--- src/rtl/mul_pkg.sv ---
// Shared types and defaults for the multiplier issue unit: FSM states,
// default sizing constants and the queued operand-pair layout.
package mul_pkg;

    localparam int DEF_WIDTH   = 16;
    localparam int DEF_DEPTH   = 4;
    localparam int DEF_TIMEOUT = 40;

    typedef enum logic [1:0] {
        ST_IDLE,
        ST_ISSUE,
        ST_WAIT,
        ST_HOLD
    } mul_state_t;

    typedef struct packed {
        logic [DEF_WIDTH-1:0] multiplicand;
        logic [DEF_WIDTH-1:0] multiplier;
    } op_pair_t;

endpackage

--- src/rtl/mul_operand_fifo.sv ---
// Synchronous FIFO holding queued operand pairs; write-to-read latency 1 cycle.
// Backpressure: push ignored when full, pop ignored when empty; no bypass.
module mul_operand_fifo
    import mul_pkg::*;
#(
    parameter int DATA_W = 2 * DEF_WIDTH,
    parameter int DEPTH  = DEF_DEPTH
) (
    input  logic              clk,
    input  logic              rst,
    input  logic              push,
    input  logic [DATA_W-1:0] push_dat,
    input  logic              pop,
    output logic [DATA_W-1:0] pop_dat,
    output logic              full,
    output logic              empty
);

    localparam int AW = $clog2(DEPTH);

    logic [DATA_W-1:0] mem [DEPTH];
    logic [AW:0]       wr_ptr;
    logic [AW:0]       rd_ptr;
    logic              do_push;
    logic              do_pop;

    // Extra pointer bit distinguishes full from empty when indices match.
    assign full    = (wr_ptr[AW] != rd_ptr[AW]) && (wr_ptr[AW-1:0] == rd_ptr[AW-1:0]);
    assign empty   = (wr_ptr == rd_ptr);
    assign do_push = push && !full;
    assign do_pop  = pop && !empty;
    assign pop_dat = mem[rd_ptr[AW-1:0]];

    always_ff @(posedge clk or posedge rst) begin
        if (rst) begin
            wr_ptr <= '0;
            rd_ptr <= '0;
        end else begin
            if (do_push) wr_ptr <= wr_ptr + 1'b1;
            if (do_pop)  rd_ptr <= rd_ptr + 1'b1;
        end
    end

    always_ff @(posedge clk) begin
        if (do_push) mem[wr_ptr[AW-1:0]] <= push_dat;
    end

endmodule

--- src/rtl/mul_issue_unit.sv ---
// Queues operand pairs and issues them one at a time to a sequential multiplier;
// zero operands bypass the multiplier, results held until res_ready, in_ready = !full.
module mul_issue_unit
    import mul_pkg::*;
#(
    parameter int WIDTH   = DEF_WIDTH,
    parameter int DEPTH   = DEF_DEPTH,
    parameter int TIMEOUT = DEF_TIMEOUT
) (
    input  logic               clk,
    input  logic               rst,
    input  logic               in_valid,
    output logic               in_ready,
    input  logic [WIDTH-1:0]   in_multiplicand,
    input  logic [WIDTH-1:0]   in_multiplier,
    output logic               mul_start,
    output logic [WIDTH-1:0]   mul_multiplicand,
    output logic [WIDTH-1:0]   mul_multiplier,
    input  logic               mul_done,
    input  logic [2*WIDTH-1:0] mul_product,
    output logic               res_valid,
    input  logic               res_ready,
    output logic [2*WIDTH-1:0] res_product,
    output logic               res_error,
    output logic               err_timeout
);

    localparam int CW = $clog2(TIMEOUT + 1);
    localparam logic [CW-1:0] CNT_LAST = CW'(TIMEOUT - 1);

    typedef struct packed {
        logic [WIDTH-1:0] multiplicand;
        logic [WIDTH-1:0] multiplier;
    } pair_t;

    mul_state_t       state;
    mul_state_t       state_nxt;
    pair_t            push_pair;
    pair_t            head_pair;
    logic             fifo_full;
    logic             fifo_empty;
    logic             fifo_pop;
    logic [WIDTH-1:0] op_a;
    logic [WIDTH-1:0] op_b;
    logic [CW-1:0]    wait_cnt;
    logic             op_zero;
    logic             wait_expired;

    assign push_pair        = {in_multiplicand, in_multiplier};
    assign in_ready         = !fifo_full;
    assign fifo_pop         = (state == ST_IDLE) && !fifo_empty;
    assign op_zero          = (op_a == '0) || (op_b == '0);
    assign wait_expired     = (wait_cnt == CNT_LAST);
    assign mul_multiplicand = op_a;
    assign mul_multiplier   = op_b;

    mul_operand_fifo #(
        .DATA_W ($bits(pair_t)),
        .DEPTH  (DEPTH)
    ) u_fifo (
        .clk      (clk),
        .rst      (rst),
        .push     (in_valid),
        .push_dat (push_pair),
        .pop      (fifo_pop),
        .pop_dat  (head_pair),
        .full     (fifo_full),
        .empty    (fifo_empty)
    );

    always_ff @(posedge clk or posedge rst) begin
        if (rst) state <= ST_IDLE;
        else     state <= state_nxt;
    end

    always_comb begin
        state_nxt = state;
        mul_start = 1'b0;
        res_valid = 1'b0;
        case (state)
            ST_IDLE:  if (!fifo_empty) state_nxt = ST_ISSUE;
            ST_ISSUE: begin
                if (op_zero) begin
                    state_nxt = ST_HOLD;
                end else begin
                    mul_start = 1'b1;
                    state_nxt = ST_WAIT;
                end
            end
            // Completion takes priority over an expiring counter in the same cycle.
            ST_WAIT:  if (mul_done || wait_expired) state_nxt = ST_HOLD;
            ST_HOLD: begin
                res_valid = 1'b1;
                if (res_ready) state_nxt = ST_IDLE;
            end
            default:  state_nxt = ST_IDLE;
        endcase
    end

    always_ff @(posedge clk or posedge rst) begin
        if (rst) begin
            op_a        <= '0;
            op_b        <= '0;
            wait_cnt    <= '0;
            res_product <= '0;
            res_error   <= 1'b0;
            err_timeout <= 1'b0;
        end else begin
            case (state)
                ST_IDLE: begin
                    if (!fifo_empty) begin
                        op_a <= head_pair.multiplicand;
                        op_b <= head_pair.multiplier;
                    end
                end
                ST_ISSUE: begin
                    wait_cnt <= '0;
                    if (op_zero) begin
                        res_product <= '0;
                        res_error   <= 1'b0;
                    end
                end
                ST_WAIT: begin
                    if (mul_done) begin
                        res_product <= mul_product;
                        res_error   <= 1'b0;
                    end else if (wait_expired) begin
                        res_product <= '0;
                        res_error   <= 1'b1;
                        err_timeout <= 1'b1;
                    end else begin
                        wait_cnt <= wait_cnt + 1'b1;
                    end
                end
                default: ;
            endcase
        end
    end

endmodule

--- config.mk ---
export PLATFORM = sky130hd
export DESIGN_NAME = mul_issue_unit
export DESIGN_NICKNAME = d
export VERILOG_FILES = /design/src/rtl/mul_pkg.sv /design/src/rtl/mul_operand_fifo.sv /design/src/rtl/mul_issue_unit.sv
export SDC_FILE = /design/constraint.sdc
export NUM_CORES = 1
export LEC_CHECK = 0
export CAP_MARGIN = 20
export CORE_UTILIZATION = 37
export DETAILED_ROUTE_END_ITERATION = 16
export GPL_TIMING_DRIVEN = 0
export HOLD_SLACK_MARGIN = 0.05
export PLACE_DENSITY = 0.63
export RECOVER_POWER = 50
export SETUP_SLACK_MARGIN = 0.05
export SLEW_MARGIN = 10
export SYNTH_ARGS = -nofsm -noshare
export SYNTH_HDL_FRONTEND = slang
export SYNTH_SLANG_ARGS = --single-unit
--- constraint.sdc ---
create_clock -name clk -period 2.94 [get_ports clk]
set_input_delay 0.441 -clock clk [delete_from_list [all_inputs] [get_ports clk]]
set_output_delay 0.441 -clock clk [all_outputs]
set_load 0.005 [all_outputs]
After elaboration in Yosys (flattened, before gate mapping)
Memories as Yosys holds them, arrays and structs flattened. A register that Yosys moved wholly into a read port is not among the register bits.
Cells that the tools add are included.

cells by class
  multiplexer cells = 21
  eq/ne operators = 14
  add/subtract/negate cells = 3
  bitwise gates (word level) = 2
  reductions and logical operators = 17

operators by type and width
  kind                   count
  $mux W32               3
  $pmux W32 S2           1
  $logic_not A16 Y1      2
  $mux W6                2
  $ne A2 B2 Y1 const B   6
  $pmux W6 S2            1
  $reduce_and A3 Y1      4
  $mux W1                9
  $pmux W2 S4            1
  $add A3 B1 Y3 const B  2
  $add A6 B1 Y6 const B  1
  $eq A6 B6 Y1 const B   1
  $mux W2                3
  $eq A2 B2 Y1 const B   2
  $logic_and A1 B1 Y1    4
  $eq A3 B3 Y1           1
  $ne A3 B3 Y1 const B   1
  $eq A2 B1 Y1 const B   1
  $eq A2 B2 Y1           1
  $logic_not A1 Y1       2
  $logic_not A2 Y1       1
  $logic_or A1 B1 Y1     2
  $not A1 Y1             2
  $pmux W1 S2            1
  other kinds (3)        3

word-level totals
  memories = 1
  output and inout bits = 69
  register bits = 48
  input bits = 69
  bits in writable memories = 128

memories
  memory      depth  bits a word  rd ports  clocked after Yosys merged registers in  wr ports  RTL line                RTL
  u_fifo.mem  4      32           1         1                                        1         mul_operand_fifo.sv:21  logic [DATA_W-1:0] mem [DEPTH];

Depth between registers and ports, before layout
Gate-level depths: netlist of run 1.

  depth in word-level cells = 6
  mapped depth = 7
  gate-level depth less buffers = 6

By module
From an unflattened synthesis of run 1, not the netlist that was laid out.

unflattened totals
  cells, all modules = 437
  area, all modules = 8221.6 µm²

by module, submodules not included
  module            instances  cells each  seq. area each (µm²)  area each (µm²)
  mul_operand_fifo  1          217         3993.8                5139.9
  mul_issue_unit    1          220         1851.8                3081.7

Worst setup path after synthesis of run 1
No wires, ideal clock.

  path kind = register to register
  start point = register u_fifo.rd_ptr[1]
  end point = memory u_fifo.mem[3][0] in the netlist's numbering (enable)
  arrival time = 1920 ps
  slack = 626 ps
  setup time = 394 ps
  stages on the path, launching flop included = 5
  cell sequence = dfrtp_1 buf_2 xnor2_1 a31oi_1 and2_1

on the way
  cells in the longest elaborated chain, start to end = 6

ends and longest elaborated chain
  item                           RTL line                RTL
  start, declared                mul_operand_fifo.sv:23  logic [AW:0] rd_ptr;
  start signal, assigned         mul_operand_fifo.sv:40  if (do_pop) rd_ptr <= rd_ptr + 1'b1;
  $eq A2 B2 Y1                   mul_operand_fifo.sv:28  assign full = (wr_ptr[AW] != rd_ptr[AW]) && (wr_ptr[AW-1:0] == rd_ptr[AW-1:0]);
  $logic_and A1 B1 Y1            mul_operand_fifo.sv:28
  $logic_not A1 Y1               mul_operand_fifo.sv:30  assign do_push = push && !full;
  $logic_and A1 B1 Y1            mul_operand_fifo.sv:30
  $mux W1                        mul_operand_fifo.sv:45  if (do_push) mem[wr_ptr[AW-1:0]] <= push_dat;
  $mux W1 (not written as such)  mul_operand_fifo.sv:45
  end, declared                  mul_operand_fifo.sv:21

Every way passes these cells.

Worst setup path in the final report of run 1
  start point = register u_fifo.rd_ptr[1]
  end point = register op_b[2] (netlist: mul_multiplier[2])

on the way
  cells in the longest elaborated chain, start to end = 3

ends and longest elaborated chain
  item                                RTL line                RTL
  $eq A3 B3 Y1                        mul_operand_fifo.sv:29  assign empty = (wr_ptr == rd_ptr);
  $not A1 Y1 (no source line)         --
  $reduce_and A2 Y1 (no source line)  --
  end signal, assigned                mul_issue_unit.sv:113   op_b <= head_pair.multiplier;
  end, declared                       mul_issue_unit.sv:44    logic [WIDTH-1:0] op_b;

Several ways; a longest one is shown, not always the timed one.
A chain may end at the register's enable or synchronous reset.

==> results of run 1 <==
[Yosys cell counts (2+ instances only)]
library cell,number
sky130_fd_sc_hd__a21oi_1,2
sky130_fd_sc_hd__a22o_1,29
sky130_fd_sc_hd__a22o_2,2
sky130_fd_sc_hd__a31oi_1,2
sky130_fd_sc_hd__and2_1,5
sky130_fd_sc_hd__buf_2,6
sky130_fd_sc_hd__buf_4,4
sky130_fd_sc_hd__buf_6,3
sky130_fd_sc_hd__clkbuf_1,3
sky130_fd_sc_hd__clkbuf_8,2
sky130_fd_sc_hd__dfrtp_1,80
sky130_fd_sc_hd__edfxtp_1,128
sky130_fd_sc_hd__ha_1,11
sky130_fd_sc_hd__inv_1,13
sky130_fd_sc_hd__mux2_1,2
sky130_fd_sc_hd__mux2_2,32
sky130_fd_sc_hd__mux2i_1,2
sky130_fd_sc_hd__mux4_2,32
sky130_fd_sc_hd__nand2_1,8
sky130_fd_sc_hd__nand3_1,6
sky130_fd_sc_hd__nand4_1,3
sky130_fd_sc_hd__nor2_1,3
sky130_fd_sc_hd__nor2b_1,3
sky130_fd_sc_hd__nor4_1,4
sky130_fd_sc_hd__nor4_2,4
sky130_fd_sc_hd__o21ai_0,2
sky130_fd_sc_hd__o2bb2ai_1,2
sky130_fd_sc_hd__or4_1,2
sky130_fd_sc_hd__xnor2_1,4
sky130_fd_sc_hd__xor2_1,5
[registers in the layout, summed over array words and instances (netlist names)]
name              flops
u_fifo.rd_ptr         3
res_product          32
u_fifo.mem          128
res_error             1
u_fifo.wr_ptr         3
mul_multiplicand     16
state                 2
mul_multiplier       16
wait_cnt              6
err_timeout           1
[layout make-up]
type	instances	area, µm²
inverters	13	48.8
multi-input cells	186	2140
flip-flops and latches	208	5850
diodes	1	2.50
well taps	275	344
repair buffers	144	1490
fillers	1748	10600
clock inverters	9	62.6
plain buffers	18	133
clock buffers	33	633
[timing repair]
item	in CTS	in global routing
buffers inserted	2	0
resized for setup	2	5
setup endpoints to repair	1	1
pin swaps	1	1
[metrics by stage]
stage	setup TNS, ns	worst slack [ns]
floorplan	0	0.447
global placement	-142.71	-1.14
detailed placement	0	0.459
CTS	0	0.0569
global route	0	0.0581
finish	0	0.190
[cells by family (layout without fill, tap and decap cells)]
| kind of cell | Yosys count | after routing | synth area share, % |
|---|---|---|---|
| flip-flops | 208 | 208 | 72.0 |
| multiplexers | 69 | 69 | 14.0 |
| AO/OA/AOI/OAI | 53 | 53 | 5.73 |
| AND/OR/NAND/NOR | 44 | 44 | 3.34 |
| buffers and inverters | 31 | 217 | 2.23 |
| adder cells (fa/ha/maj) | 11 | 11 | 1.70 |
| XOR/XNOR | 9 | 9 | 0.971 |
| other | 0 | 1 | 0 |
[layer usage]
metal	vias up	wire (µm)
li1	2037	-
met1	2249	7400
met2	146	8200
met3	30	975
met4	2	392
met5	-	13
[worst max-delay path by stage]
stage	start	cells past startpoint	to
floorplan	rst	1	err_timeout
global placement	rst	2	mul_multiplicand[13]
detailed placement	mul_multiplier[10]	4	mul_start
CTS	mul_multiplicand[2]	4	mul_start
global route	u_fifo.rd_ptr[1]	5	mul_multiplier[6]
finish	u_fifo.rd_ptr[1]	5	mul_multiplier[2]
[power by group through the flow]
| stage | logic, W | registers (W) | clock network, W |
|---|---|---|---|
| 2_1_floorplan | 0.00236 | 0.00457 | 0 |
| 3_3_place_gp | 0.00406 | 0.00462 | 0 |
| 3_5_place_dp | 0.00422 | 0.00464 | 0 |
| 4_1_cts | 0.00426 | 0.00460 | 0.00272 |
| 5_1_grt | 0.00445 | 0.00472 | 0.00282 |
| 6_report | 0.00407 | 0.00462 | 0.00263 |
==> impl.org, run 1 <==
** Status
- The run finished, with violations left.
- Failing checks :: capacitance limit, slew limit

** GRT
- Entering global routing, the biggest net connects 51 pins.
- Global routing used 26.6% of the available met2 tracks.
- Most heavily used metal layer in global routing :: met2
- Global routing consumed, on the met3 layer, 3.52% of the routing resources.
- GRT Util Overall :: 15.5%
- Initial antenna violation count :: 2
- In the global route stage, met1 resource usage came out at 19.7%.
- Aggregate global routing overflow :: 0
- Number of global-route vias before repair :: 4788
- The first global-routing pass estimated 26500 µm of wire.

** Setup path
- Reg-to-Reg Start :: u_fifo.rd_ptr[1]
- Signal arrival time at the worst endpoint :: between 3 and 4 ns
- The critical path goes through buf_2 -> xor2_1 -> o31ai_1 -> buf_4 -> mux2_2.
- Required time of the worst setup path :: 3.33 ns
- Largest incremental delay on the critical path :: between 1 and 1.5 ns
- The worst setup path is captured at a flop.
- R2r endpoint :: mul_multiplier[2]
- STA classifies the critical path startpoint as a flop.
- Buffers & Inverters on Critical Path :: 2
- Along the worst path, the maximum fanout reaches 10.
- The slowest stage of the critical path is the sky130_fd_sc_hd__o31ai_1 cell.
- In this run the register-to-register setup slack is 0.19 ns.
- The kind of cell with the highest combined delay along the critical path is compound AO/OA/AOI/OAI gates.
- Crit Path Category :: flop to flop
- R2R cell count :: 5

** Logic synthesis
- Number of library cell types mapped by synthesis :: 51
- The biggest area contributor in the post-synthesis netlist is sky130_fd_sc_hd__edfxtp_1.
- Synth Instances :: between 400 and 500
- Yosys mapped a number of flops with a built-in enable equal to 128.
- Synthesis-stage register bit count :: 208
- Synth Flop Type :: sky130_fd_sc_hd__edfxtp_1
- Counting flops with an async set or reset pin after synthesis yields a share of 38.5%.
- Of the synthesized area, sequential elements account for 72.0%.
- When the netlist entered floorplanning its net count stood at 505.
- Cell Area, Synth :: around 8100 µm²
- After synthesis, the cell types taking the most area are sky130_fd_sc_hd__edfxtp_1, sky130_fd_sc_hd__dfrtp_1, sky130_fd_sc_hd__mux4_2, sky130_fd_sc_hd__mux2_2, sky130_fd_sc_hd__a22o_1.
- For this run, the number of Yosys warnings is 0.
- After synthesis, the largest area contributor takes up 47.3% of total cell area.
- Dividing the synthesized area by the synthesized cell count gives 19.1 µm².

** Finish
- Most common cell after layout, fill and taps aside :: sky130_fd_sc_hd__edfxtp_1
- The final layout contains 674 nets.
- Share of cells above drive strength 1 :: 22.1%
- Relative area change from synthesis to final layout :: 31.8%
- The finished cells cover 10700 µm².
- The top cell types in the final layout, fill and taps aside, are sky130_fd_sc_hd__edfxtp_1, sky130_fd_sc_hd__dfrtp_1, sky130_fd_sc_hd__clkdlybuf4s50_1, sky130_fd_sc_hd__dlygate4sd3_1.
- Final cell count without fillers :: 887
- For this run, the share of the core covered by cells in the final layout is 50.3%.

** Die
- The region available for standard cell placement spans 21300 µm².
- The die covers 22500 µm².
- The floorplan step set the die height to 150 µm.
- Horizontal extent of the die :: 150 µm
- For this configuration, the core starts out at a cell density of between 30% and 40%.
- I/O pin count :: 138
- In this run the core area contains 53 standard-cell rows.

** Clocking
- Root buf cell :: sky130_fd_sc_hd__clkbuf_16
- Quantity of hold-fixing buffers added after cts :: 0
- In this run the number of H-tree levels came out at 1.
- The number of clock buffers added by TritonCTS is 23.
- TritonCTS built the clock tree.
- Clock Sink Count :: about 210
- Counting along the longest clock path gives a buffer depth of 3.
- Clock latency on the worst-skew pair, taken at its later pin, is approximately 0.52 ns.
- CTS clk-pin slew, worst paths :: 0.06 ns

** Placement
- Placer congestion estimate :: 0.779
- Counting tap cells, the placed design contains a total of around 840 instances.
- Port Buffer Count :: ~140
- Post-DP HPWL :: between 10000 and 15000 µm
- Summing all placed instances gives a cell area of 9940 µm².

** Timing
- Final count of pins violating max slew :: 50
- Headroom to the max-slew limit came out at -37.3%.
- Achievable Freq :: roughly 360 MHz
- RSZ-0062 raised after global routing :: false
- Post-route clock period utilization :: slightly above 90%
- Setup violations remaining at the end of the flow were counted as 0.
- The final count of hold timing violations was 0.
- The clock arrives with 0.0202 ns of skew.
- Worst hold margin :: 0.476 ns
- Worst Tran Pin Value :: 2.06 ns
- The smallest clock period supported by the final layout is computed as approximately 2.7 ns.

** Power and ir drop
- Of the total power, the share spent switching nets is 30.1%.
- For this design the total switching power over the nets is 0.00341 W.
- The internal portion of the total power is around 0.008 W.
- Power spread over the standard cell area amounts to 1060 nW/µm².
- Max rail drop VDD :: 0.536 mV
- Summing internal, switching and leakage power gives 0.0113 W.
- Part of the power in registers :: about two fifths
- Combinational cells account for 36.0% of the total power.
- Clock power frac :: about 23%
- In this run the static leakage power is 4.04 nW.

** Min path
- The worst hold path begins at err_timeout.
- The min-delay analysis places its worst path in the category flop to flop.
- The path with the worst hold slack has its endpoint at err_timeout.
- Counting instances, the worst hold path has a depth of 1.

** Routing
- Via density per instance :: 5.03
- The routed layout has 4464 vias.
- After detailed routing, the number of remaining DRC violations is 0.
- The count of nets left with antenna violations once routing finished came out at 0.
- Summed over all layers, the routed wires come to 17000 µm.
- Pre-Repair DR Iteration Count :: 4
- After the first detailed-routing iteration, the DRC count stood at around 160.
- Routed length per placed instance :: 19.1 µm

** Job
- Max-cap violations in this run came to 1.
No activity file was read; power rests on OpenSTA's default activity.
==> run 2, diff against run 1 <==
--- a/config.mk
+++ b/config.mk
@@ -5,6 +5,7 @@
 export SDC_FILE = /design/constraint.sdc
 export NUM_CORES = 1
 export LEC_CHECK = 0
+export ABC_CLOCK_PERIOD_IN_PS = 2940
 export CAP_MARGIN = 20
 export CORE_UTILIZATION = 37
 export DETAILED_ROUTE_END_ITERATION = 16
@@ -13,7 +14,7 @@
 export PLACE_DENSITY = 0.63
 export RECOVER_POWER = 50
 export SETUP_SLACK_MARGIN = 0.05
-export SLEW_MARGIN = 10
+export SLEW_MARGIN = 20
 export SYNTH_ARGS = -nofsm -noshare
 export SYNTH_HDL_FRONTEND = slang
 export SYNTH_SLANG_ARGS = --single-unit
==> run 2 against run 1 <==
Net effect: the run still ends with capacitance limit, slew limit left; final area increased by 2.1%; non-clock buffer count unchanged; sequential share of layout area decreased by 1.1 points; fmax decreased by 2.2%; utilization increased by 1.0 points; hold slack got worse by 0.0039 ns; wire length increased by 1.6%; highest routed layer unchanged.
==> impl.org, run 2 (synthesis results as in run 1) <==
** Power and ir drop
- Switching fraction of total power :: 29.4% (-0.76 points)
- The power density over the cells was 1100 nW/µm² (+3.9%).
- The combinational share of power is 34.5% (-1.5 points).
- The net switching power of the design is 0.00353 W (+3.4%).
- The part of the power in the clock network was 27.1% (+3.9 points).
- The cell-internal power was 0.00848 W (+7.3%).
- Max rail drop VDD :: 0.859 mV (+60%)
- The leakage dissipation came to 4.12 nW (+2.1%).
- Part of the power in registers :: 38.4% (-2.4 points)

** Clocking
- Buffers from clock root to sink, at most :: 3 (unchanged)
- TritonCTS built the clock tree.
- The insertion delay to the later sink of the worst-skew pair came to 0.54 ns (+0.02 ns).
- Root buf cell :: sky130_fd_sc_hd__clkbuf_16
- The sink count of the clock tree was 208 (unchanged).
- The CTS clock-pin slew for the worst setup and hold paths was 0.06 ns (about the same).
- H-Tree Depth :: 1 (unchanged)
- The number of clock buffers inserted by TritonCTS came to 24 (+4.3%).
- The post-cts hold buffer count was 0 (unchanged).

** Timing
- The worst-case hold slack was 0.472 ns (-0.00387 ns).
- Achievable Freq :: 356 MHz (-2.2%)
- The worst-case headroom to the max-slew limit came to -37.3% (about the same).
- The final setup skew is 0.0360 ns (+0.0158 ns).
- The shortest clock period the worst path allows after layout was 2.81 ns (+0.0629 ns).
- Worst Tran Pin Value :: 2.06 ns (-0.000302 ns)
- Sum of negative setup slack :: 0 ns (unchanged)
- Final-report setup violation count :: 0 (unchanged)
- The final count of hold timing violations was 0 (unchanged).
- Final count of pins violating max slew :: 50 (unchanged)
- The post-route clock period utilization came to 95.7% (+2.1 points).
- Setup repair after global routing left no endpoint under its margin.

** Finish
- Most common cell after layout, fill and taps aside :: sky130_fd_sc_hd__edfxtp_1
- Final core utilization :: 51.3% (+1.0 points)
- Fin nets :: 675 (+0.15%)
- Top library cells by usage in the layout, fill and taps aside :: sky130_fd_sc_hd__edfxtp_1, sky130_fd_sc_hd__dfrtp_1, sky130_fd_sc_hd__clkdlybuf4s50_1, sky130_fd_sc_hd__dlygate4sd3_1
- Final cell count without fillers :: 889 (+0.23%)
- The share of cells above drive strength 1 was 22.8% (+0.74 points).
- Relative area change from synthesis to final layout :: 34.5%
- Number of inserted filler cells in the final layout :: 1712 (-2.1%)
- The flip-flop count of the largest register after layout is 128 (unchanged).
- The post-layout instance area is 10900 µm² (+2.1%).

** Job
- Max-capacitance violation count :: 1 (unchanged)

** Routing
- The detailed router's first-iteration violation count came to 153 (-3.2%).
- Met1 Routed Length :: 7350 µm (-0.70%)
- Number of nets still failing antenna checks after routing :: 0 (unchanged)
- The via count came to 4477 (+0.29%).
- DRC violations left :: 0 (unchanged)
- The number of detailed-routing iterations run before antenna repair was 4 (unchanged).
- Uppermost routed layer :: met5
- The sum of met2 wire segment lengths after detailed routing came to 8330 µm (+1.6%).
- The routed wire length per instance came to 19.4 µm (+1.4%).
- Via density per instance :: 5.04 (about the same)
- The wire length reported by the detailed router is 17300 µm (+1.6%).
- Met3 routed WL :: 1110 µm (+14%)

** Die
- CORE AREA :: 21300 µm² (unchanged)
- Height of the die :: 150 µm (unchanged)
- Initial Util :: 38.1% (unchanged)
- Total die area :: 22500 µm² (unchanged)
- I/O pin count :: 138 (unchanged)
- The number of core rows was 53 (unchanged).
- The die width was 150 µm (unchanged).

** Placement
- Placed cell areas :: 9960 µm² (+0.23%)
- Post-DP HPWL :: 11400 µm (+1.5%)
- Placer congestion estimate :: 0.779 (unchanged)
- Port Buffer Count :: 137 (unchanged)
- Cells after DPL :: 842 (unchanged)

** Setup path
- The arrival time of the worst setup path was 2.37 ns (-0.77 ns).
- Buffers & Inverters on Critical Path :: 2 (unchanged)
- Grouping stages by cell kind, the critical path spends the most delay in simple AND/OR/NAND/NOR gates.
- The critical path is of the flop to output pin type.
- For this design, the slowest cell found on the critical path is sky130_fd_sc_hd__nor4_1.
- Setup crit start kind :: flop
- Top fanout value on the critical path :: 3 (-7)
- Ordered cell list for the critical path :: nor4_1 -> nand4_1 -> buf_4 -> and2_1 -> clkdlybuf4s50_1
- The required time of the critical path was 2.50 ns (-0.83 ns).
- Largest incremental delay on the critical path :: 0.50 ns (-0.62 ns)
- The worst setup path is captured at an output pin.

** Status
- The checks that failed: capacitance limit, slew limit.
- The flow ran to the end, but the final reports show violations.

** GRT
- The pin count of the biggest net entering global routing is 51 (unchanged).
- The total global-route track usage is 15.9% (+0.34 points).
- Initial antenna violation count :: 2 (unchanged)
- Number of global-route vias before repair :: 4877 (+1.9%)
- The wire length of the first global-routing pass came to 27100 µm (+2.2%).
- Aggregate global routing overflow :: 0 (unchanged)

** Min path
- Worst hold-check path type :: flop to flop
-- run 2: worst paths after layout --
path,slack (ns),cells after the start,endpoint,start
setup / recovery,0.13,5,mul_start,mul_multiplier[10]
hold reg to reg,0.47,1,err_timeout,err_timeout
setup reg to reg,0.34,5,u_fifo.mem[2][27],u_fifo.rd_ptr[1]
min in group asynchronous,1.06,2,res_product[29],rst
hold / removal,0.47,1,err_timeout,err_timeout
max in group asynchronous,0.68,2,mul_multiplier[1],rst
-- run 2: per-stage QoR --
stage | total power (W) | setup WS [ns]
after floorplan | 0.00693 | 0.447
after global placement | 0.00869 | -1.14
after detailed placement | 0.00889 | 0.338
after CTS | 0.0122 | 0.0906
after global routing | 0.0127 | 0.0569
final | 0.0120 | 0.127
-- run 2: power groups by stage --
| stage | Clock, W | Combinational [W] | Sequential [W] |
|---|---|---|---|
| 6_report | 0.00326 | 0.00414 | 0.00461 |
| 3_5_place_dp | 0 | 0.00425 | 0.00464 |
| 3_3_place_gp | 0 | 0.00406 | 0.00462 |
| 2_1_floorplan | 0 | 0.00236 | 0.00457 |
| 4_1_cts | 0.00333 | 0.00430 | 0.00461 |
| 5_1_grt | 0.00345 | 0.00451 | 0.00472 |
-- run 2: layout make-up --
| type | instances | area (µm²) | area share (%) |
|---|---|---|---|
| inverter | 13 | 48.8 | 0.447 |
| clock inverter | 17 | 267 | 2.44 |
| antenna | 1 | 2.50 | 0.0229 |
| multi-input combinational | 186 | 2150 | 19.7 |
| timing repair buffer | 144 | 1510 | 13.8 |
| clock buffer | 27 | 622 | 5.69 |
| tap | 275 | 344 | 3.15 |
| sequential | 208 | 5850 | 53.5 |
| buffer | 18 | 131 | 1.20 |
-- run 2: what timing repair did --
item / 4_1_cts / 5_1_grt
gates resized for setup: 3 / 3
pin swaps: 1 / 0
endpoints found under the setup margin: 1 / 1
buffers inserted: 2 / 0
-- run 2: per-layer routing --
metal,vias up,GRT usage [%]
li1,2040,-
met1,2226,20.0
met2,175,27.1
met3,34,3.73
met4,2,4.95
met5,-,0
==> run 3, diff against run 2 <==
--- a/config.mk
+++ b/config.mk
@@ -8,6 +8,7 @@
 export ABC_CLOCK_PERIOD_IN_PS = 2940
 export CAP_MARGIN = 20
 export CORE_UTILIZATION = 37
+export CTS_BUF_LIST = sky130_fd_sc_hd__clkbuf_4
 export DETAILED_ROUTE_END_ITERATION = 16
 export GPL_TIMING_DRIVEN = 0
 export HOLD_SLACK_MARGIN = 0.05
@@ -18,3 +19,4 @@
 export SYNTH_ARGS = -nofsm -noshare
 export SYNTH_HDL_FRONTEND = slang
 export SYNTH_SLANG_ARGS = --single-unit
+export TNS_END_PERCENT = 50
==> run 3 against run 2 <==
Net effect: the flow still finishes with violations (capacitance limit, slew limit); sequential power is essentially flat; wire length grew 1.8%; final area shrank 0.80%; flip-flop and latch count is the same; first-iteration DRC count grew 27%; via count grew 5.3%; worst setup slack gained 0.18 ns; clock-buffer cell count grew 53; clock power shrank 22%; final cell count grew 7.5%; critical path type unchanged; critical endpoint is now in_ready.
==> impl.org, run 3 (synthesis results as in run 1) <==
** Timing
- The number of setup violations in the final report was 0 (unchanged).
- Worst slew margin relative to its limit :: -37.3% (about the same)
- The timing-limited maximum frequency was 380 MHz (+6.9%).
- The final setup skew came to 0.0521 ns (+0.0161 ns).
- The shortest clock period the worst path allows after layout was 2.63 ns (-0.181 ns).
- The final count of hold timing violations is 0 (unchanged).
- The max-slew violation total from the final report came to 50 (unchanged).
- The transition time of the tightest slew-check pin was 2.06 ns (-0.000555 ns).
- RSZ-0062 raised after global routing :: false
- The post-route clock period utilization came to 89.5% (-6.2 points).

** Placement
- The global placement routability congestion is 0.779 (unchanged).
- The number of I/O port buffers is 137 (unchanged).
- Post-DP HPWL :: 11400 µm (unchanged)

** Power and ir drop
- The total power of the final layout is 0.0114 W (-5.0%).
- LEAKAGE :: 4.15 nW (+0.70%)
- The power density over the cells came to 1050 nW/µm² (-4.3%).
- Switching fraction of total power :: 31.1% (+1.7 points)
- The cell-internal power came to 0.00786 W (-7.3%).
- Switching power summed over all nets :: 0.00354 W (+0.46%)
- The worst vdd rail ir drop was 0.493 mV (-43%).
- The part of the power in the clock network is 22.2% (-4.9 points).
- Share of total power in combinational logic :: 37.2% (+2.7 points)
- The relative contribution of sequential cells to total power was 40.6% (+2.2 points).

** GRT
- The overall overflow remaining after global route is 0 (unchanged).
- The via count of the first global-routing pass is 5071 (+4.0%).
- Maximum number of pins on one net before global-route repair :: 51 (unchanged)
- The number of antenna violations at the first check in global routing came to 2 (unchanged).
- Global-route wire length before repair :: 27400 µm (+1.0%)
- GRT Util Overall :: 16.2% (+0.34 points)

** Min path
- Worst hold-check path type :: input port to flop
- The worst hold path stage count came to 3 (+2).

** Finish
- Fin nets :: 714 (+5.8%)
- Relative area change from synthesis to final layout :: 33.4%
- The library cell used most frequently in the layout, excluding fill and tap cells, is sky130_fd_sc_hd__edfxtp_1.
- Final core utilization :: 50.9% (-0.41 points)
- The share of cells above drive strength 1 is 28.8% (+6.0 points).
- Flip-flop count of the largest register after layout :: 128 (unchanged)
- Leaving out fill and tap cells, the most frequent cells in the layout are sky130_fd_sc_hd__edfxtp_1, sky130_fd_sc_hd__clkdlybuf4s50_1, sky130_fd_sc_hd__clkbuf_4, sky130_fd_sc_hd__dfrtp_1, sky130_fd_sc_hd__dlygate4sd3_1.

** Routing
- Via count :: 4713 (+5.3%)
- The wire length reported by the detailed router was 17600 µm (+1.8%).
- Via density per instance :: 4.93 (-2.1%)
- DRC violations left :: 0 (unchanged)
- Pre-Repair DR Iteration Count :: 4 (unchanged)
- The routed wire length per instance is 18.4 µm (-5.4%).
- The detailed router's first-iteration violation count is 194 (+27%).
- Number of nets still failing antenna checks after routing :: 0 (unchanged)

** Die
- Horizontal extent of the die :: 150 µm (unchanged)
- The number of core rows came to 53 (unchanged).
- The die span in y came to 150 µm (unchanged).
- Initial Util :: 38.1% (unchanged)
- Total die area :: 22500 µm² (unchanged)
- I/O pin count :: 138 (unchanged)
- CORE AREA :: 21300 µm² (unchanged)

** Setup path
- The reg2reg setup slack is 0.36 ns (+0.02 ns).
- Top fanout value on the critical path :: 8 (+5)
- Signal arrival time at the worst endpoint :: 2.19 ns (-0.18 ns)
- The required time of the critical path is 2.50 ns (about the same).
- The setup path with the least slack is of type flop to output pin.
- R2R cell count :: 5 (unchanged)
- The worst setup path is launched from a flop.
- The worst setup path is captured at an output pin.

** Clocking
- The CTS clock-pin slew for the worst setup and hold paths was 0.06 ns (about the same).
- Root buf cell :: sky130_fd_sc_hd__clkbuf_4
- The sink count of the clock tree is 208 (unchanged).
- H-Tree Depth :: 2 (+1)
- The number of clock buffers inserted by TritonCTS was 56 (+130%).
- Latest clock arrival within the worst-skew pair :: 0.68 ns (+0.14 ns)
- The post-cts hold buffer count came to 0 (unchanged).
- The maximum buffer depth of the clock tree came to 3 (unchanged).
- TritonCTS built the clock tree.

** Status
- Failing checks :: capacitance limit, slew limit
- Outcome :: finished with violations

** Job
- Max-capacitance violation count :: 1 (unchanged)
[run 3: cell types whose count changed in the layout (fill, tap and decap cells not counted), moves of 3 or more]
| cell | previous run | this run |
|---|---|---|
| sky130_fd_sc_hd__clkinv_1 | 3 | 21 |
| sky130_fd_sc_hd__bufinv_16 | 6 | 1 |
| sky130_fd_sc_hd__buf_4 | 6 | 12 |
| sky130_fd_sc_hd__clkinvlp_4 | 4 | 0 |
| sky130_fd_sc_hd__clkbuf_4 | 0 | 80 |
| sky130_fd_sc_hd__clkdlybuf4s50_1 | 76 | 85 |
| sky130_fd_sc_hd__nor4_1 | 4 | 1 |
| sky130_fd_sc_hd__clkbuf_16 | 24 | 0 |
| sky130_fd_sc_hd__clkinv_2 | 3 | 0 |
| sky130_fd_sc_hd__dlygate4sd3_1 | 61 | 51 |
[run 3: metrics by stage]
step / cells / TNS, ns / hold slack [ns] / setup slack (ns) / cell area (µm²)
after global routing: 956 / 0 / 0.327 / 0.116 / 10800
after CTS: 952 / 0 / 0.219 / 0.0578 / 10800
final: 956 / 0 / 0.378 / 0.309 / 10800
after detailed placement: 842 / 0 / 0.469 / 0.338 / 9960
after global placement: 837 / -142.71 / 0.469 / -1.14 / 9830
after floorplan: 425 / 0 / 0.460 / 0.447 / 8120
[run 3: timing repair]
item,in CTS,in global routing
hold endpoints to repair,0,0
resized for setup,10,3
pin swaps,4,3
setup buffers,6,3
endpoints found under the setup margin,1,1
[run 3: layout make-up]
cell class	instances	area (µm²)
fillers	1771	10500
clock inverters	24	129
diodes	1	2.50
well taps	275	344
flip-flops and latches	208	5850
plain buffers	18	128
clock buffers	80	601
inverters	13	48.8
repair buffers	151	1560
multi-input cells	186	2170
[run 3: worst max-delay path, stage by stage (launching register included)]
cell                              delay, ns
sky130_fd_sc_hd__dfrtp_1               0.35
sky130_fd_sc_hd__clkbuf_1              0.38
sky130_fd_sc_hd__xnor2_1               0.19
sky130_fd_sc_hd__nand3_1               0.10
sky130_fd_sc_hd__clkdlybuf4s50_1       0.51
[run 3: path summary, 6_finish.rpt]
check	to	from
setup / recovery	in_ready	u_fifo.rd_ptr[1]
hold / removal	res_product[29]	mul_product[29]
setup reg to reg	u_fifo.mem[2][16]	u_fifo.rd_ptr[1]
hold reg to reg	err_timeout	err_timeout
max in group asynchronous	res_product[11]	rst
min in group asynchronous	mul_multiplier[6]	rst
[run 3: power groups by stage]
| stage | clock (W) | sequential [W] | combinational [W] |
|---|---|---|---|
| 6_report | 0.00253 | 0.00463 | 0.00424 |
| 3_3_place_gp | 0 | 0.00462 | 0.00406 |
| 2_1_floorplan | 0 | 0.00457 | 0.00236 |
| 4_1_cts | 0.00262 | 0.00464 | 0.00436 |
| 5_1_grt | 0.00277 | 0.00473 | 0.00462 |
| 3_5_place_dp | 0 | 0.00464 | 0.00425 |
[run 3: routing by layer]
metal	share of wire (%)	track usage, %	vias to the layer above
li1	-	-	2155
met1	43	20.0	2329
met2	48	26.7	183
met3	7.3	4.70	44
met4	2.4	6.87	2
met5	0.074	0	-
==> RTL edit, RTL diff (flow settings as in run 3) <==
`DEF_TIMEOUT`: 40 -> 20.
--- a/src/rtl/mul_pkg.sv
+++ b/src/rtl/mul_pkg.sv
@@ -6,3 +6,3 @@
     localparam int DEF_DEPTH   = 4;
-    localparam int DEF_TIMEOUT = 40;
+    localparam int DEF_TIMEOUT = 20;
 
Behaviour: same outputs for any inputs over 4 cycles, from zero or initial values and one cycle with rst high; that may be too few to reach the edited logic, so the function may still have changed.
==> RTL edit against run 3 <==
  * Setup slack improved by 0.053 ns
  * Area after synthesis fell by 1.1%
  * Total power shrank 0.11%
  * Global-route usage decreased by 0.15 points
  * Critical path depth unchanged
  * Routed wire length down 1.1%
  * Clock power is 4% higher
  * Largest cell class unchanged
  * Sequential share of layout area up 0.30 points
  * Die area down 1.1%
  * Non-clock buffer count is 1 lower
  * First-iteration DRC count up 22%
  * Sequential cell count decreased by 1
  * Design area fell by 0.99%
  * Synthesized cell count fell by 2.1%
==> RTL edit: results (changes against run 3) <==
| Metric | Value |
|---|---|
| Result of the run | `completed` |
| Register area share after synthesis | `0.725 (+0.00519)` |
| Number of antenna violations at the first check in global routing | `3 (+1)` |
| Later-pin clock latency in the skew report | `0.66 ns (-0.02 ns)` |
| Library cells used by synthesis | `42 (-18%)` |
| Largest net degree at the start of global routing | `48 (-5.9%)` |
| Met2 usage in global routing | `0.268 (+0.00124)` |
| Number of gates resized after CTS | `8 (-2)` |
| Largest cells by area after synthesis | `sky130_fd_sc_hd__edfxtp_1 48%, sky130_fd_sc_hd__dfrtp_1 25%, sky130_fd_sc_hd__mux4_2 9.0%` |
| Routed Wire Length | `17400 µm (-1.1%)` |
| Met3 routing resource usage after global routing | `0.0459 (-0.00110)` |
| Flop+latch power | `4.64 mW (about the same)` |
| Final Skew | `0.0390 ns (-0.0130 ns)` |
| FFs w/ async S/R, synth | `0.382 (-0.00297)` |
| Global router's overall resource usage | `0.161 (-0.00151)` |
| Global placer's final weighted congestion | `0.815 (+4.7%)` |
| Vias/cell | `4.90 (-0.67%)` |
| Area of placed instances | `0.00986 mm² (-1.1%)` |
| Layout cell share with drive strength beyond 1 | `0.296 (+0.00784)` |
| Leakage | `4.12 nW (-0.70%)` |
| Global-route congestion overflow total | `0 (unchanged)` |
| Internal power | `7.94 mW (+1.0%)` |
| Peak VDD IR | `0.000423 V (-14%)` |
| Proportion of power drawn by the clock network | `0.230 (+0.008)` |
| Routed length per instance | `18.5 µm (+0.67%)` |
| Met1 track utilization from global routing | `0.198 (-0.00128)` |
| Via count of the first global-routing pass | `4940 (-2.6%)` |
| Headroom to the max-slew limit | `0.0449 (+0.417)` |
| Cell total after placement | `833 (-1.1%)` |
| Post-synthesis net count | `496 (-1.8%)` |
| Post-detail-place hpwl | `11700 µm (+2.9%)` |
| Number of post-CTS setup repair buffers | `3 (-3)` |
| Cell types with the highest counts after synthesis | `128 x sky130_fd_sc_hd__edfxtp_1, 79 x sky130_fd_sc_hd__dfrtp_1, 33 x sky130_fd_sc_hd__a22o_1, 32 x sky130_fd_sc_hd__mux2_2, 32 x sky130_fd_sc_hd__mux4_2` |
| TritonCTS Buffers | `52 (-7.1%)` |
| Register-to-Register Setup Slack | `0.45 ns (+0.09 ns)` |
| Post-Synthesis Cells | `416 (-2.1%)` |
| Fill cells | `1769 (-0.11%)` |
## RTL edit: cells by family after synthesis
kind of cell	synth area share
flip-flops	0.725
multiplexers	0.139
AO/OA/AOI/OAI	0.0541
AND/OR/NAND/NOR	0.0340
buffers and inverters	0.0206
adder cells (fa/ha/maj)	0.0171
XOR/XNOR	0.00982
## RTL edit: how the worst max path moves through the flow
stage | from | end | depth (start not counted)
after global routing | u_fifo.rd_ptr[1]$_DFFE_PP0P_ | in_ready | 4
after detailed placement | in_valid | u_fifo.mem[3][14]$_DFFE_PP_ | 5
after floorplan | rst | err_timeout$_DFFE_PP0P_ | 1
after global placement | rst | mul_multiplicand[8]$_DFFE_PP0P_ | 2
after CTS | state[1]$_DFFE_PP0P_ | mul_start | 6
final | u_fifo.rd_ptr[1]$_DFFE_PP0P_ | in_ready | 4
## RTL edit: layer usage
metal | up-vias | routed length, µm
met5 | - | 0
met1 | 2298 | 7360
met2 | 175 | 8430
met4 | 0 | 344
li1 | 2101 | -
met3 | 24 | 1230
## RTL edit: area by class of cell
type                    instances  share of cell area
well taps                     275              0.0321
multi-input cells             180               0.198
flip-flops and latches        207               0.543
diodes                          2            0.000467
clock inverters                17              0.0136
inverters                      10             0.00362
repair buffers                149               0.143
clock buffers                  80              0.0560
plain buffers                  19              0.0110
## RTL edit: metrics by stage
stage | power (mW) | setup TNS [ns] | util | hold WS (ns) | worst slack [ns]
5_1_grt | 12.1 | 0 | 0.507 | 0.362 | 0.182
2_1_floorplan | 6.90 | 0 | - | 0.451 | 0.476
3_5_place_dp | 8.84 | 0 | 0.466 | 0.474 | 0.463
3_3_place_gp | 8.65 | -122.14 | 0.461 | 0.464 | -0.942
6_report | 11.4 | 0 | 0.507 | 0.401 | 0.361
4_1_cts | 11.6 | 0 | 0.505 | 0.104 | 0.0551
